File: src/rtl/bus_mux_pkg.sv
// -----------------------------------------------------------------------------
// bus_mux_pkg
// Shared constants for the registered processor bus multiplexer.
//   src_g(nreg)   : BusSrc code used when G drives the bus
//   src_din(nreg) : BusSrc code used when DIN drives the bus
//   ERR_W         : width of the illegal-select counter
//   ERR_SAT       : value at which the illegal-select counter saturates
// -----------------------------------------------------------------------------
package bus_mux_pkg;

   localparam int ERR_W = 8;
   localparam logic [ERR_W-1:0] ERR_SAT = 8'd255;

   // Register sources occupy codes 0..nreg-1; G and DIN follow directly.
   function automatic int src_g(input int nreg);
      return nreg;
   endfunction

   function automatic int src_din(input int nreg);
      return nreg + 1;
   endfunction

endpackage

File: src/rtl/bus_mux_reg_onehot_enc.sv
// -----------------------------------------------------------------------------
// onehot_enc
// Purely combinational select encoder.
//   sel   in  N          one-hot (ideally) select vector
//   idx   out clog2(N)   index of the lowest set bit (0 when none set)
//   any   out 1          at least one bit set
//   multi out 1          more than one bit set
// -----------------------------------------------------------------------------
module onehot_enc #(
   parameter int N  = 8,
   parameter int IW = (N > 1) ? $clog2(N) : 1
) (
   input  logic [N-1:0]  sel,
   output logic [IW-1:0] idx,
   output logic          any,
   output logic          multi
);

   // NOTE: every variable written here gets a default before the loop, so no
   // path leaves it unassigned and no latch is inferred.
   always_comb begin
      idx = '0;
      // Scan downwards so the lowest set bit is the last one written.
      for (int i = N - 1; i >= 0; i--) begin
         if (sel[i]) idx = IW'(i);
      end
   end

   assign any   = |sel;
   // Clearing the lowest set bit leaves something only if two or more were set.
   assign multi = |(sel & (sel - N'(1)));

endmodule

File: src/rtl/bus_mux_reg.sv
// -----------------------------------------------------------------------------
// bus_mux_reg
// Registered bus multiplexer: picks DIN, G or one general register (priority
// DIN > G > R) and captures it in an output register, giving a clean one-cycle
// bus. Holds the last value when nothing is selected or when stalled.
//
// Optional feature macro: BUS_MUX_ONEHOT_CHECK_EN
//   defined   : multi-hot ROut (without DIN/G) is illegal; bus holds, SelErro
//               sets and ErroCount counts (saturating).
//   undefined : multi-hot ROut resolves lowest-index-wins; SelErro and
//               ErroCount are constant 0.
//
// Ports
//   Clock     in  1        rising-edge clock
//   Reset     in  1        asynchronous active-high reset
//   DIN       in  W        external data
//   RSaida    in  NREG*W   register outputs, Rk at [k*W +: W]
//   GSaida    in  W        G register output
//   ROut      in  NREG     register select, bit k selects Rk
//   GOut      in  1        select G
//   DINOut    in  1        select DIN
//   Hold      in  1        stall, freezes all outputs
//   ClrErro   in  1        clears SelErro and ErroCount
//   MuxSaida  out W        registered bus value
//   BusValid  out 1        a legal source was captured on the last edge
//   BusSrc    out SW       source code of MuxSaida (k, NREG=G, NREG+1=DIN)
//   SelErro   out 1        sticky illegal-select flag
//   ErroCount out 8        saturating illegal-select cycle count
// -----------------------------------------------------------------------------
module bus_mux_reg
   import bus_mux_pkg::*;
#(
   parameter int W    = 16,
   parameter int NREG = 8,
   parameter int SW   = $clog2(NREG + 2)
) (
   input  logic              Clock,
   input  logic              Reset,
   input  logic [W-1:0]      DIN,
   input  logic [NREG*W-1:0] RSaida,
   input  logic [W-1:0]      GSaida,
   input  logic [NREG-1:0]   ROut,
   input  logic              GOut,
   input  logic              DINOut,
   input  logic              Hold,
   input  logic              ClrErro,
   output logic [W-1:0]      MuxSaida,
   output logic              BusValid,
   output logic [SW-1:0]     BusSrc,
   output logic              SelErro,
   output logic [ERR_W-1:0]  ErroCount
);

   localparam int IW = $clog2(NREG);

   logic [IW-1:0] r_idx;
   logic          r_any;
   logic          r_multi;

   onehot_enc #(.N(NREG), .IW(IW)) u_enc (
      .sel   (ROut),
      .idx   (r_idx),
      .any   (r_any),
      .multi (r_multi)
   );

   logic          legal;
   logic          illegal;
   logic [W-1:0]  nxt_data;
   logic [SW-1:0] nxt_src;

   always_comb begin
      legal    = 1'b0;
      illegal  = 1'b0;
      nxt_data = MuxSaida;
      nxt_src  = BusSrc;
      if (DINOut) begin
         legal    = 1'b1;
         nxt_data = DIN;
         nxt_src  = SW'(src_din(NREG));
      end else if (GOut) begin
         legal    = 1'b1;
         nxt_data = GSaida;
         nxt_src  = SW'(src_g(NREG));
      end else if (r_any) begin
`ifdef BUS_MUX_ONEHOT_CHECK_EN
         illegal = r_multi;
`endif
         if (!illegal) begin
            legal    = 1'b1;
            nxt_data = RSaida[r_idx*W +: W];
            nxt_src  = SW'(r_idx);
         end
      end
   end

   // NOTE: sequential state uses non-blocking assignments so every register
   // samples pre-edge values regardless of statement order.
   always_ff @(posedge Clock or posedge Reset) begin
      if (Reset) begin
         MuxSaida <= '0;
         BusSrc   <= '0;
         BusValid <= 1'b0;
      end else if (!Hold) begin
         BusValid <= legal;
         if (legal) begin
            MuxSaida <= nxt_data;
            BusSrc   <= nxt_src;
         end
      end
   end

`ifdef BUS_MUX_ONEHOT_CHECK_EN
   logic unused_nothing;
   assign unused_nothing = 1'b0;

   // A stalled cycle never records an error; the clear still applies.
   logic err_now;
   assign err_now = illegal && !Hold;

   always_ff @(posedge Clock or posedge Reset) begin
      if (Reset) begin
         SelErro   <= 1'b0;
         ErroCount <= '0;
      end else if (ClrErro) begin
         // A new error in the clearing cycle wins over the clear.
         SelErro   <= err_now;
         ErroCount <= err_now ? ERR_W'(1) : '0;
      end else if (err_now) begin
         SelErro <= 1'b1;
         if (ErroCount != ERR_SAT) ErroCount <= ErroCount + ERR_W'(1);
      end
   end
`else
   logic unused_chk;
   assign unused_chk = r_multi ^ ClrErro ^ illegal;

   assign SelErro   = 1'b0;
   assign ErroCount = '0;
`endif

endmodule
File: config.mk
export PLATFORM = sky130hd
export DESIGN_NAME = bus_mux_reg
export DESIGN_NICKNAME = d
export VERILOG_FILES = /design/src/rtl/bus_mux_pkg.sv /design/src/rtl/bus_mux_reg_onehot_enc.sv /design/src/rtl/bus_mux_reg.sv
export SDC_FILE = /design/constraint.sdc
export NUM_CORES = 1
export LEC_CHECK = 0
export BUFFER_PORTS_ARGS = -buffer_cell sky130_fd_sc_hd__clkbuf_2
export CAP_MARGIN = 20
export CORE_ASPECT_RATIO = 0.7
export CORE_MARGIN = 2
export CORE_UTILIZATION = 30
export CTS_BUF_LIST = sky130_fd_sc_hd__clkbuf_16
export CTS_CLUSTER_SIZE = 14
export DETAILED_ROUTE_END_ITERATION = 6
export PLACE_DENSITY_LB_ADDON = 0.15
export SLEW_MARGIN = 15
export SYNTH_ARGS = -nofsm -noshare
export SYNTH_HDL_FRONTEND = slang
export SYNTH_SLANG_ARGS = --single-unit
File: constraint.sdc
create_clock -name Clock -period 1.2 [get_ports Clock]
set_input_delay 0.3 -clock Clock [delete_from_list [all_inputs] [get_ports Clock]]
set_output_delay 0.3 -clock Clock [all_outputs]
set_load 0.01 [all_outputs]
; Word level (Yosys, flattened, before mapping)
; Index checks and enable logic that the tools add are counted.
; W data, S select, Z words.
[totals]
out_inout_bits = 30
input_bits = 174
wordCells = 25
reg_bits = 21
[classes]
reduce_logical = 3
muxes = 17
bitwise = 1
shifts = 1
[op_table]
columns = operator, n
row1 = $shiftx A128 B8 Y16, 1
row2 = $mux W16, 3
row3 = $mux W3, 8
row4 = $mux W4, 3
row5 = $reduce_or A8 Y1, 1
row6 = $mux W1, 3
row7 = $reduce_and A3 Y1, 1
row8 = $reduce_bool A3 Y1, 1
row9 = $not A1 Y1, 1

; Logic depth before layout (Yosys ltp)
[depth]
word_depth = 12
depth_mapped = 8
mapped_depth_nobuf = 5

; Hierarchy
; Synthesis repeated with hierarchy kept, for this count alone.
[unflattened]
hier_cells = 254
area_unflattened_um2 = 2532.4
[by_module_without_submodules]
columns = module, cells_each, instances, seq_area_each_um2, area_each_um2
row1 = bus_mux_reg, 232, 1, 525.5, 2384.8
row2 = onehot_enc, 22, 1, 0.0, 147.6

; Worst setup path before layout
; OpenSTA, ideal clock, no wires.
[synth_timing]
path_kind = input -> register
from = input port ROut[3]
to = register MuxSaida[10]
path_buffers = 2
path_slack_ns = -0.748
cell_stages = 7
t_required_ns = 1.070
arrival_ns = 1.818
setup_time_ns = 0.130
cell_sequence = or4_1 > buf_2 > nor2_2 > buf_4 > mux2_1 > a31oi_1 > a31oi_1
[synth_via]
elab_chain_len = 8
elab_cells_between_ends = 14
classes_between = 1 x shift / 10 x mux / 3 x reduce/logical
[synth_rtl]
columns = element, line
row1 = "start, declared", bus_mux_reg.sv:42  ; input logic [NREG-1:0] ROut,
row2 = $mux W3 (4 in a row), bus_mux_reg_onehot_enc.sv:25  ; if (sel[i]) idx = IW'(i);
row3 = $shiftx A128 B8 Y16, bus_mux_reg.sv:91  ; nxt_data = RSaida[r_idx*W +: W];
row4 = $mux W16, bus_mux_reg.sv:85  ; end else if (r_any) begin
row5 = $mux W16, bus_mux_reg.sv:81  ; end else if (GOut) begin
row6 = $mux W16, bus_mux_reg.sv:77  ; if (DINOut) begin
row7 = "end signal, assigned", bus_mux_reg.sv:107  ; MuxSaida <= nxt_data;
row8 = "end, declared", bus_mux_reg.sv:47  ; output logic [W-1:0] MuxSaida,
; Parallel ways exist; a longest one is shown, timed or not. The select of a mux whose other input is x is not followed.
; A chain may end at the register's enable or synchronous reset.

; Worst setup path after layout
[layout_timing]
from = input port ROut[2]
to = register MuxSaida[4]
[layout_via]
elab_chain_len = 7
elab_cells_between_ends = 13
classes_between = 1 x shift / 9 x mux / 3 x reduce/logical
[layout_rtl]
columns = element, line
row1 = $mux W3 (3 in a row), bus_mux_reg_onehot_enc.sv:25
row2 = $shiftx A128 B8 Y16, bus_mux_reg.sv:91
row3 = $mux W16, bus_mux_reg.sv:85
row4 = $mux W16, bus_mux_reg.sv:81
row5 = $mux W16, bus_mux_reg.sv:77
; Parallel ways exist; a longest one is shown, timed or not. The select of a mux whose other input is x is not followed.

==> summary.txt <==
Final min period - 1.90 ns
Clock Skew - 0 ns
Reg2reg end - MuxSaida[2]
Clock Power Share - 24.3%
Placed cell count - 679
P_leak - 2.13 nW
Bufs on Longest Clock Path - 2
Diodes inserted - 0
Worst-Margin Slew - 0.787 ns
Mapped Area - 2670 um^2
Synthesized instance count - 349
Hold Crit Class - in -> async
Synth top area share - 19.7%
CORE AREA - 8550 um^2
Critical Path Sink - MuxSaida[4]
Initial Utilization - 31.2%
Synth Flop Type - dfrtp_1
Overall power - 0.00289 W
Area contributors post-synth - dfrtp_1 20%, mux2_1 13%, nand3b_1 8.4%
Critical Path Source Type - input port
Largest net degree at the start of global routing - 36
Syn avg cell area - 7.65 um^2
WP data arrival - 2.03 ns
Antenna violations before repair - 0
Sw Share - 32.8%
I/O Pins - 204
Antenna-violating nets left - 0
Die H - 82.9 um
Gate power share - 46.9%
Synth async-reset ratio - 100%
Unrepaired setup endpoints after global routing - yes
Post-synthesis register bit count - 21
WS Path Type - in -> reg
Area leader, netlist - dfrtp_1
Failing checks - negative setup slack
Relative slew slack - 47.4%
Placer Congestion - 0.831
Power Dens Cells - 624 nW/um^2
Post-synth EDFFs - 0
Clock Pin Slew Worst Setup and Hold Paths - 0.06 ns
Yosys warning count - 0
DR DRC count - 0
Via count - 3,703
Max-cap viol count - 0
CTS hold repair buffers - 0
First-pass GRT wire length - 18,300 um
Layout cell share with drive strength beyond 1 - 53.1%
CTS sink cnt - 21
Total CTS buffers - 3
Worst setup margin - -0.695 ns
Fillcell total - 858
Die area - 9680 um^2
Vias/cell - 5.36
Layout area overhead - 73.4%
Row count - 28
CTS root buf - clkbuf_16
CTS tree - done
Total GRT Usage - 23.8%
Post-route clock period utilization - 158%
Non-Filler Instances - 691
Routed wire length - 12,200 um
DP HPWL - 9230 um
Status - finished with violations
First DRT Iteration DRCs - 161
H-tree depth - 1
Hold slack - 0.0547 ns
Nets - 746
Fin area - 4630 um^2
Worst Path Max Fanout - 8
Die Wd - 117 um
Pre-Repair DR Iteration Count - 5
Commonest cells in the netlist - 33 x nand3_1, 33 x o21ai_0, 31 x a31oi_1, 31 x o21ai_1
WP data required - 1.33 ns
VDD IR max - 306 uV
Internal power - 0.00194 W
R2R Setup Slk - 0.38 ns
Setup crit end kind - flip-flop
Cells on worst reg2reg path - 2
Sw power - 0.000949 W
Vias in the first global route - 3,563
CP startpoint - ROut[2]
Max-slew violation count - 0
Grt total ovfl - 0
Sequential Power Share - 28.9%
FF-to-FF Start - MuxSaida[2]
IO buf count - 193
Post-synthesis sequential area ratio - 19.7%
Synth cell types - 39
Clk_lat worst skew - 0.25 ns
WL/cell - 17.6 um
Final setup viols - 20
Placed Area - 4160 um^2
Final hold viol count - 0
FMAX - 528 MHz
## layout make-up
cell class                 count  area, um^2  area share, %
timing repair buffer         257        1730           37.4
multi-input combinational    287        2140           46.1
tap                          120         150           3.24
sequential                    21         526           11.3
clock buffer                   3        75.1           1.62
clock inverter                 1        3.75         0.0811
inverter                       2        7.51          0.162
## through the flow
stage | TNS, ns | setup WS, ns | util [%]
2_1_floorplan | -12.07 | -0.693 | -
3_3_place_gp | -17.46 | -1.00 | 48.7
3_5_place_dp | -18.09 | -1.02 | 48.7
4_1_cts | -10.76 | -0.661 | 52.7
5_1_grt | -12.18 | -0.720 | 54.2
6_report | -11.23 | -0.695 | 54.2
## critical path: stages
cell       delay, ns
clkbuf_16       0.12
or4_4           0.58
nor2_4          0.19
buf_12          0.14
buf_16          0.14
mux2_4          0.32
a31oi_4         0.14
a31oi_1         0.09
## power by group through the flow
stage | Combinational (W) | Sequential [W] | Clock, W
6_report | 0.00135 | 0.000834 | 0.000702
5_1_grt | 0.00147 | 0.000844 | 0.000743
4_1_cts | 0.00130 | 0.000833 | 0.000699
3_5_place_dp | 0.00120 | 0.000845 | 0
3_3_place_gp | 0.00119 | 0.000844 | 0
2_1_floorplan | 0.000535 | 0.000882 | 0
## metal layers
layer	part of all wire, %	wire length (um)	global-route usage [%]	up-vias
met2	43	5190	35.5	197
met1	47	5720	35.1	1711
met4	1.0	123	4.17	0
met3	9.5	1160	5.26	10
met5	0	0	0	-
li1	-	-	-	1785
## sequential cells by signal, summed over array words and instances, names as in the netlist
register	cells
MuxSaida	16
BusSrc	4
BusValid	1
## logic make-up (layout without fill, tap and decap cells)
logic type	count (synthesis)	after routing	synth area share (%)
AOI/OAI and AO/OA	156	156	37.0
buffers and inverters	49	263	9.14
DFF	21	21	19.7
muxes	30	30	12.7
other	1	9	0.140
and+or+nand+nor	92	92	21.4
## repair_timing
item | 4_1_cts | 5_1_grt
cloned | 2 | 1
setup buffers | 4 | 2
pin swaps | 5 | 9
resized for setup | 45 | 26
endpoints found under the hold margin | 0 | 0
endpoints found under the setup margin | 21 | 21
## how the worst min path moves through the flow
stage               startpoint           to  slack [ns]  cells past startpoint
finish                   Reset  MuxSaida[5]        0.05                      3
floorplan                Reset    BusSrc[0]        0.28                      1
global placement         Reset  MuxSaida[5]        0.34                      3
global route             Reset    BusSrc[3]        0.11                      3
detailed placement       Reset  MuxSaida[5]        0.33                      3
CTS                      Reset    BusSrc[2]        0.07                      3
## layout by cell type, fill, tap and decap left out, types with 2 or more instances in the layout
master / synthesis / layout
conb_1: 1 / 9
a31oi_2: 0 / 2
or4_4: 0 / 3
buf_12: 0 / 10
a21oi_1: 3 / 2
nand2_1: 5 / 3
o211ai_1: 2 / 2
a22oi_1: 15 / 15
clkbuf_2: 0 / 187
a21o_1: 16 / 16
a211oi_1: 15 / 15
dfrtp_1: 21 / 21
o21ai_0: 33 / 24
and3_1: 2 / 2
a31oi_1: 31 / 27
nor2_1: 10 / 9
buf_4: 13 / 40
nor2_4: 0 / 2
nand3_1: 33 / 32
buf_6: 1 / 12
nand3b_1: 30 / 30
buf_16: 0 / 2
o21ai_1: 31 / 39
mux2_4: 0 / 17
clkbuf_8: 0 / 3
nor4_4: 2 / 2
mux2_1: 30 / 12
inv_1: 2 / 3
a31oi_4: 0 / 2
o21a_1: 2 / 2
clkbuf_16: 0 / 5
No activity file was read; power rests on OpenSTA's default activity.
